**config.mk**
```make
export PLATFORM = sky130hd
export DESIGN_NAME = arcade_clkrst_ctrl_flat
export DESIGN_NICKNAME = d
export VERILOG_FILES = /design/src/rtl/arcade_clkrst_ctrl_if.sv /design/src/rtl/arcade_clkrst_ctrl.sv /design/src/flat_wrapper.sv
export SDC_FILE = /design/constraint.sdc
export NUM_CORES = 1
export LEC_CHECK = 0
export BUFFER_PORTS_ARGS = -buffer_cell sky130_fd_sc_hd__buf_2
export CORE_UTILIZATION = 45
export CTS_CLUSTER_DIAMETER = 30
export DETAILED_ROUTE_END_ITERATION = 10
export SYNTH_ARGS = -nofsm -noshare
export SYNTH_HDL_FRONTEND = slang
export SYNTH_SLANG_ARGS = --single-unit
```
**constraint.sdc**
```tcl
create_clock -name i_clk_sys -period 2.1 [get_ports i_clk_sys]
set_clock_uncertainty 0.15 [all_clocks]
set_input_delay 0.105 -clock i_clk_sys [delete_from_list [all_inputs] [get_ports i_clk_sys]]
set_output_delay 0.105 -clock i_clk_sys [all_outputs]
set_load 0.01 [all_outputs]
```
**src/rtl/arcade_clkrst_ctrl_if.sv**
```systemverilog
// Purpose : Control/status bundle between the hps_io-side glue and the clock/reset
//           controller.
// Signals : reset_req  - OR of all reset sources
//           osd_open   - OSD open; keeps the core in reset once reset has started
//           div_cfg    - requested divisor-minus-1 per channel, ch0 in the LSBs
//           cfg_load   - 1-cycle strobe that captures div_cfg into the shadow registers
//           pause      - pause request
//           pause_mask - 1 = channel frozen while paused
//           ce_out     - registered 1-cycle clock-enable strobes
//           core_reset - registered active-high core reset
//           running    - 1 while the sequencer is in RUN
// Modports: master drives the requests and reads status; slave is the controller.
interface arcade_clkrst_ctrl_if #(
    parameter int unsigned NUM_CE = 4,
    parameter int unsigned DIV_W  = 4
);
    logic                    reset_req;
    logic                    osd_open;
    logic [NUM_CE*DIV_W-1:0] div_cfg;
    logic                    cfg_load;
    logic                    pause;
    logic [NUM_CE-1:0]       pause_mask;
    logic [NUM_CE-1:0]       ce_out;
    logic                    core_reset;
    logic                    running;

    modport master (
        output reset_req, osd_open, div_cfg, cfg_load, pause, pause_mask,
        input  ce_out, core_reset, running
    );

    modport slave (
        input  reset_req, osd_open, div_cfg, cfg_load, pause, pause_mask,
        output ce_out, core_reset, running
    );
endinterface

```
**src/rtl/arcade_clkrst_ctrl.sv**
```systemverilog
// Purpose : Reset sequencer and multi-channel clock-enable generator for arcade cores.
//           Stretches core_reset to at least MIN_RST cycles, then aligns all divider
//           phases in a single cycle and produces per-channel CE strobes with runtime
//           divisors and per-channel pause freeze.
// Ports   : i_clk_sys - system clock
//           i_reset_n - asynchronous active-low reset
//           io_bus    - control/status interface (slave side), see arcade_clkrst_ctrl_if
module arcade_clkrst_ctrl #(
    parameter int unsigned             NUM_CE  = 4,
    parameter int unsigned             DIV_W   = 4,
    parameter int unsigned             MIN_RST = 16,
    parameter logic [NUM_CE*DIV_W-1:0] DEF_DIV = 16'h5310
) (
    input  logic                 i_clk_sys,
    input  logic                 i_reset_n,
    arcade_clkrst_ctrl_if.slave  io_bus
);

    localparam int unsigned RCW = (MIN_RST > 1) ? $clog2(MIN_RST) : 1;
    localparam logic [RCW-1:0] RST_LOAD = RCW'(MIN_RST - 1);

    typedef enum logic [1:0] {
        StRun   = 2'd0,
        StHold  = 2'd1,
        StAlign = 2'd2
    } state_e;

    state_e                        r_state, w_state_d;
    logic [RCW-1:0]                r_rst_cnt, w_rst_cnt_d;
    logic                          r_core_reset;
    logic                          r_running;
    logic [NUM_CE-1:0]             r_ce, w_ce_d;
    logic [NUM_CE-1:0][DIV_W-1:0]  r_div, w_div_d;
    logic [NUM_CE-1:0][DIV_W-1:0]  r_shadow, w_shadow_d;
    logic [NUM_CE-1:0][DIV_W-1:0]  r_cnt, w_cnt_d;

    // Sequencer next state
    always_comb begin
        w_state_d   = r_state;
        w_rst_cnt_d = r_rst_cnt;
        unique case (r_state)
            StRun: begin
                // osd_open alone never starts a reset
                if (io_bus.reset_req) begin
                    w_state_d   = StHold;
                    w_rst_cnt_d = RST_LOAD;
                end
            end
            StHold: begin
                // Counter saturates at 0; a re-asserted reset_req only extends the wait
                if (r_rst_cnt != '0) begin
                    w_rst_cnt_d = r_rst_cnt - 1'b1;
                end else if (!io_bus.reset_req && !io_bus.osd_open) begin
                    w_state_d = StAlign;
                end
            end
            StAlign: begin
                w_state_d = StRun;
            end
            default: begin
                w_state_d = StHold;
            end
        endcase
    end

    // Dividers, divisor shadowing and strobe generation
    always_comb begin
        w_cnt_d    = r_cnt;
        w_div_d    = r_div;
        w_ce_d     = '0;
        w_shadow_d = io_bus.cfg_load ? io_bus.div_cfg : r_shadow;
        if (r_state == StAlign) begin
            // Common phase origin for every channel
            w_cnt_d = '0;
            w_div_d = r_shadow;
        end else if (r_state == StRun) begin
            for (int k = 0; k < NUM_CE; k++) begin
                if (!(io_bus.pause && io_bus.pause_mask[k])) begin
                    if (r_cnt[k] == r_div[k]) begin
                        // New divisor only at a wrap, so no period is ever truncated.
                        // r_shadow (not w_shadow_d) makes a coincident cfg_load wait
                        // for the following wrap.
                        w_cnt_d[k] = '0;
                        w_div_d[k] = r_shadow[k];
                        w_ce_d[k]  = !io_bus.reset_req;
                    end else begin
                        w_cnt_d[k] = r_cnt[k] + 1'b1;
                    end
                end
            end
        end
    end

    always_ff @(posedge i_clk_sys or negedge i_reset_n) begin
        if (!i_reset_n) begin
            r_state      <= StHold;
            r_rst_cnt    <= RST_LOAD;
            r_core_reset <= 1'b1;
            r_running    <= 1'b0;
            r_ce         <= '0;
            r_div        <= DEF_DIV;
            r_shadow     <= DEF_DIV;
            r_cnt        <= '0;
        end else begin
            r_state      <= w_state_d;
            r_rst_cnt    <= w_rst_cnt_d;
            r_core_reset <= (w_state_d != StRun);
            r_running    <= (w_state_d == StRun);
            r_ce         <= w_ce_d;
            r_div        <= w_div_d;
            r_shadow     <= w_shadow_d;
            r_cnt        <= w_cnt_d;
        end
    end

    assign io_bus.ce_out     = r_ce;
    assign io_bus.core_reset = r_core_reset;
    assign io_bus.running    = r_running;

endmodule

```
**src/flat_wrapper.sv**
```systemverilog
// flat-port wrapper written by rule: the top's interface ports become plain ports
module arcade_clkrst_ctrl_flat 
#(
    parameter int unsigned             NUM_CE  = 4,
    parameter int unsigned             DIV_W   = 4,
    parameter int unsigned             MIN_RST = 16,
    parameter logic [NUM_CE*DIV_W-1:0] DEF_DIV = 16'h5310
)
  (i_clk_sys, i_reset_n, io_bus_reset_req, io_bus_osd_open, io_bus_div_cfg, io_bus_cfg_load, io_bus_pause, io_bus_pause_mask, io_bus_ce_out, io_bus_core_reset, io_bus_running);
  arcade_clkrst_ctrl_if #(.NUM_CE(NUM_CE), .DIV_W(DIV_W)) io_bus_i ();
  input  logic i_clk_sys;
  input  logic i_reset_n;
  input wire logic [$bits(io_bus_i.reset_req)-1:0] io_bus_reset_req;
  input wire logic [$bits(io_bus_i.osd_open)-1:0] io_bus_osd_open;
  input wire logic [$bits(io_bus_i.div_cfg)-1:0] io_bus_div_cfg;
  input wire logic [$bits(io_bus_i.cfg_load)-1:0] io_bus_cfg_load;
  input wire logic [$bits(io_bus_i.pause)-1:0] io_bus_pause;
  input wire logic [$bits(io_bus_i.pause_mask)-1:0] io_bus_pause_mask;
  output wire logic [$bits(io_bus_i.ce_out)-1:0] io_bus_ce_out;
  output wire logic [$bits(io_bus_i.core_reset)-1:0] io_bus_core_reset;
  output wire logic [$bits(io_bus_i.running)-1:0] io_bus_running;
  assign io_bus_i.reset_req = io_bus_reset_req;
  assign io_bus_i.osd_open = io_bus_osd_open;
  assign io_bus_i.div_cfg = io_bus_div_cfg;
  assign io_bus_i.cfg_load = io_bus_cfg_load;
  assign io_bus_i.pause = io_bus_pause;
  assign io_bus_i.pause_mask = io_bus_pause_mask;
  assign io_bus_ce_out = io_bus_i.ce_out;
  assign io_bus_core_reset = io_bus_i.core_reset;
  assign io_bus_running = io_bus_i.running;
  arcade_clkrst_ctrl #(.NUM_CE(NUM_CE), .DIV_W(DIV_W), .MIN_RST(MIN_RST), .DEF_DIV(DEF_DIV)) u_core (.i_clk_sys(i_clk_sys), .i_reset_n(i_reset_n), .io_bus(io_bus_i));
endmodule
```
==> impl_metrics.json, run 1 <==
{
  "synth.yosys.seq_area_share_pct": 53.1,
  "place_area_um2": 3130,
  "grt_max_degree": 37,
  "drt_wl_total_mm": 5.32,
  "crit_family": "simple AND/OR/NAND/NOR gates",
  "cts_tree": "done",
  "grt_pass1_vias": 1988,
  "cp-end-kind": "register",
  "postCtsSetupBuffers": 0,
  "cts_sinks": 60,
  "n_antenna_cell": 0,
  "setup_ws_ps": 235,
  "num_io_pins": 32,
  "dieArea_um2": 6690,
  "final_common_cell": "dfrtp_1",
  "slew_viol_final": 0,
  "synth_edf_count": 0,
  "htree_num_levels": 3,
  "critPathMaxStageDelay_ps": 440,
  "p_leak_nw": 1.62,
  "nNetsFinal": 333,
  "vdd_drop_max_v": 0.000451,
  "fillCellCount": 513,
  "fp.dieW_um": 81.8,
  "core-area_um2": 6030,
  "design_area_um2": 3580,
  "relSlewSlack_pct": 61.2,
  "startpoint_type": "register",
  "avgRoutedWirePerCell_um": 14.0,
  "cp_cell_sequence": "inv_1, ha_1, or3b_1, or3_1, nor3b_1",
  "ys_seq_elements": 60,
  "hold_path_depth": 2,
  "mostFrequentLayoutCells": "dfrtp_1, buf_2, mux2_2, dlygate4sd3_1",
  "min_period_ps": 1870,
  "setup-tns-final_ps": 0,
  "hold_viol_final": 0,
  "seq_area_um2": 1520,
  "die_y_um": 81.8,
  "placed_cells": 341,
  "root_buffer": "clkbuf_8",
  "clock_latency_ps": 340,
  "drt_iter0_markers": 49,
  "yosysWarnings": 0,
  "initial_core_util_pct": 47.5,
  "required_ps": 2190,
  "synth_fp_nets": 268,
  "tightest_slew_ps": 583,
  "drive_gt1_share_pct": 35.0,
  "io_buffers": 31,
  "clk_pin_slew_worst_paths_ps": 70,
  "power.density_nw_per_um2": 936,
  "critPathBufInv": 1,
  "synthFlopType": "dfrtp_1",
  "fmax_mhz": 536,
  "cap_viol_max_count": 0,
  "postSynthCellCount": 236,
  "antenna_found_initial": 0,
  "clockBufferDepth": 2,
  "vias_per_cell": 5.13,
  "dp_hpwl_mm": 3.74,
  "gp_congestion": 0.782,
  "setup_viol": 0,
  "std_cell_rows": 28,
  "crit_slowest_cell": "or3b_1",
  "finalCritPeriodShare_pct": 88.8,
  "critPathKind": "reg2reg",
  "async_flop_share_pct": 100,
  "avgSynthCellArea_um2": 12.1,
  "path_depth": 5,
  "cts_resized": 0,
  "hp-class": "in2reg",
  "drc_errors": 0,
  "multiInputGateArea_um2": 1260,
  "detail-route-antenna-nets": 0,
  "worst_ep_arrival_time_ps": 1960,
  "final_cells": 381,
  "rsz0062_at_grt": "no",
  "r2r_cells": 5,
  "globalRouteTotalUtil_pct": 18.9,
  "grt.overflow.total": 0,
  "holdBufCountCts": 24,
  "post-place-ws_ps": 259,
  "cp_max_fo": 7,
  "status": "finished clean",
  "grt_pass1_wl_mm": 9.23,
  "cts_made_buffers": 9,
  "dr.pass1.iters": 4,
  "area_delta_synth_final_pct": 25.1,
  "routed-via-count": 1955,
  "ys_types": 36,
  "syn_area_um2": 2870
}
## cell usage after synthesis, drive strengths merged, types with 5 or more instances
cell | count | area, µm²
dfrtp | 44 | 1100
mux2 | 32 | 390
a21oi | 18 | 113
dfstp | 16 | 420
xnor2 | 16 | 140
nand2 | 12 | 45.0
nand3 | 12 | 60.1
inv | 10 | 37.5
o21ai | 10 | 50.1
nor2 | 7 | 26.3
ha | 6 | 75.1
nand2b | 6 | 37.5
buf | 5 | 37.5
## metrics by stage
step                hold WS (ps)  total power, mW  util (%)
global route                 162             3.56      59.5
finish                       141             3.35      59.5
global placement           -10.6             2.18      51.9
CTS                          133             3.40      59.5
floorplan                   -341             2.02         -
detailed placement         -3.05             2.21      51.9
## area by class of cell
class | instances | share of cell area [%]
sequential | 60 | 42.5
multi-input combinational | 159 | 35.2
timing repair buffer | 61 | 12.6
clock buffer | 11 | 3.95
tap | 75 | 2.62
clock inverter | 5 | 2.09
inverter | 10 | 1.05
## cells by family (layout without fill, tap and decap cells)
logic type / Yosys count / after routing / share of synthesized area [%]
AO/OA/AOI/OAI: 53 / 53 / 13.6
XOR/XNOR: 16 / 16 / 4.89
flip-flops: 60 / 60 / 53.1
multiplexers: 32 / 32 / 13.6
AND/OR/NAND/NOR: 52 / 52 / 9.30
adder cells (fa/ha/maj): 6 / 6 / 2.62
buffers and inverters: 17 / 87 / 2.88
## registers in the layout, indices dropped and copies added (netlist names)
register	flops
u_core.r_shadow	16
u_core.r_div	16
u_core.io_bus.running	1
u_core.io_bus.ce_out	4
u_core.r_cnt	16
u_core.r_rst_cnt	4
u_core.r_state	2
u_core.io_bus.core_reset	1
## power breakdown
part / switching, mW / internal, mW / total [mW] / leakage, nW
clock: 0.450 / 0.695 / 1.14 / 0.113
sequential: 0.186 / 1.37 / 1.56 / 0.712
combinational: 0.292 / 0.361 / 0.653 / 0.800
## per-layer routing
layer	up-vias	GRT usage, %	wire length [µm]
met3	12	3.89	143
met4	0	9.65	121
met5	-	0	0
met2	30	29.9	2510
met1	938	24.4	2550
li1	975	-	-
## path summary, 6_finish.rpt
check | startpoint | endpoint | slack [ps]
min in group asynchronous | i_reset_n | u_core.r_div[3] | 150
max reg2reg | u_core.r_rst_cnt[0] | u_core.r_state[1] | 230
min | io_bus_cfg_load | u_core.r_shadow[15] | 140
max in group asynchronous | i_reset_n | u_core.r_div[4] | 990
min reg2reg | u_core.r_shadow[1] | u_core.r_shadow[1] | 350
max | u_core.r_rst_cnt[0] | u_core.r_state[1] | 230
Power figures use the tool's default switching activity.
==> inputs of run 2 (changes only) <==
==> constraint.sdc (replaced) <==
create_clock -name i_clk_sys -period 2.1 [get_ports i_clk_sys]
set_clock_uncertainty 0.15 [all_clocks]
set_input_delay 0.42 -clock i_clk_sys [delete_from_list [all_inputs] [get_ports i_clk_sys]]
set_output_delay 0.42 -clock i_clk_sys [all_outputs]
set_load 0.01 [all_outputs]
==> impl_metrics.json, run 2 (synthesis gave the netlist of run 1 again) <==
{
  "status": "finished clean",
  "grt_max_degree": 61,
  "critPathMaxStageDelay_ps": 460,
  "dieArea_um2": 6690,
  "initial_core_util_pct": 47.5,
  "crit_slowest_cell": "nor2b_2",
  "cap_viol_max_count": 0,
  "clock_latency_ps": 330,
  "drt_wl_total_mm": 5.01,
  "cts_sinks": 60,
  "multiInputGateArea_um2": 1260,
  "finalCritPeriodShare_pct": 88.6,
  "post-place-ws_ps": -208,
  "p_leak_nw": 1.51,
  "dr.pass1.iters": 4,
  "hold_viol_final": 0,
  "clockBufferDepth": 2,
  "critPathKind": "reg2reg",
  "vdd_drop_max_v": 0.000438,
  "antenna_found_initial": 0,
  "grt_pass1_wl_mm": 8.58,
  "postCtsSetupBuffers": 0,
  "final_common_cell": "dfrtp_1",
  "area_delta_synth_final_pct": 15.8,
  "vias_per_cell": 5.26,
  "drive_gt1_share_pct": 37.9,
  "final_cells": 360,
  "startpoint_type": "register",
  "place_area_um2": 3140,
  "tightest_slew_ps": 543,
  "reg.largest.list": "u_core.r_cnt: 16 flops, u_core.r_div: 16 flops, u_core.r_shadow: 16 flops",
  "dp_hpwl_mm": 3.72,
  "cp_max_fo": 10,
  "avgRoutedWirePerCell_um": 13.9,
  "slew_viol_final": 0,
  "setup-tns-final_ps": 0,
  "power.density_nw_per_um2": 920,
  "cts_tree": "done",
  "fillCellCount": 544,
  "drc_errors": 0,
  "fmax_mhz": 537,
  "mostFrequentLayoutCells": "dfrtp_1, buf_2, mux2_2",
  "nNetsFinal": 312,
  "min_period_ps": 1860,
  "setup_ws_ps": 239,
  "setup_viol": 0,
  "std_cell_rows": 28,
  "grt_pass1_vias": 1860,
  "core-area_um2": 6030,
  "crit_family": "simple AND/OR/NAND/NOR gates",
  "globalRouteTotalUtil_pct": 17.7,
  "finalPower_mw": 3.05,
  "root_buffer": "clkbuf_8",
  "placed_cells": 343,
  "grt.overflow.total": 0,
  "die_y_um": 81.8,
  "num_io_pins": 32,
  "cp_cell_sequence": "nor2b_2, a21oi_1, nand2_1, mux2_2",
  "clk_pin_slew_worst_paths_ps": 60,
  "rsz0062_at_grt": "no",
  "relSlewSlack_pct": 63.6,
  "hp-class": "in2reg",
  "worst_ep_arrival_time_ps": 1930,
  "seq_area_um2": 1520,
  "fp.dieW_um": 81.8,
  "n_antenna_cell": 0,
  "routed-via-count": 1895,
  "required_ps": 2170,
  "drt_iter0_markers": 62,
  "cts_made_buffers": 9,
  "gp_congestion": 0.780,
  "cp-end-kind": "register",
  "detail-route-antenna-nets": 0,
  "design_area_um2": 3320,
  "io_buffers": 31,
  "critPathBufInv": 0,
  "htree_num_levels": 3
}
[run 2: changes by cell type in the layout (fill, tap and decap cells not counted)]
cell and change:
clkbuf_1 +2, bufinv_16 -2, dlygate4sd3_1 -23, buf_4 +2, nor2b_1 -1, nor2b_2 +1
[run 2: through the flow]
| stage | hold slack [ps] | util [%] |
|---|---|---|
| after global routing | 117 | 55.1 |
| after CTS | 114 | 55.1 |
| after detailed placement | 302 | 52.1 |
| final | 135 | 55.1 |
| after floorplan | -25.6 | - |
| after global placement | 299 | 52.1 |
[run 2: cell type report]
type	count	share of cell area [%]
Timing Repair Buffer	40	7.16
Inverter	10	1.13
Tap cell	75	2.83
Sequential cell	60	45.9
Clock buffer	13	4.49
Multi-Input combinational cell	159	38.1
Clock inverter	3	0.452
[run 2: worst paths after layout]
check	slack, ps	cells past startpoint	end	start
max in group asynchronous	1020	3	u_core.r_rst_cnt[3]	i_reset_n
worst max register to register	240	4	u_core.r_div[10]	u_core.r_state[1]
worst min register to register	350	1	u_core.r_div[11]	u_core.r_shadow[11]
worst max-delay path	240	4	u_core.r_div[10]	u_core.r_state[1]
worst min-delay path	130	2	u_core.r_state[1]	io_bus_reset_req
min in group asynchronous	470	3	u_core.r_div[2]	i_reset_n
[run 2: metal layers]
metal | GRT usage [%] | share of wire, %
met3 | 6.89 | 4.4
met2 | 27.1 | 46
met5 | 0 | 0
met1 | 22.1 | 48
met4 | 7.72 | 1.3
[run 2: power breakdown]
part	switching (mW)	total [mW]	leakage [nW]	internal, mW
clock network	0.416	0.871	0.0872	0.455
logic	0.288	0.622	0.715	0.334
registers	0.189	1.56	0.712	1.37
total	0.892	3.05	1.51	2.16
[run 2: timing repair]
action / 4_1_cts / 5_1_grt
hold endpoints to repair: 44 / 0
setup endpoints to repair: 9 / 0
gates resized for setup: 1 / 0
hold buffers: 1 / 0
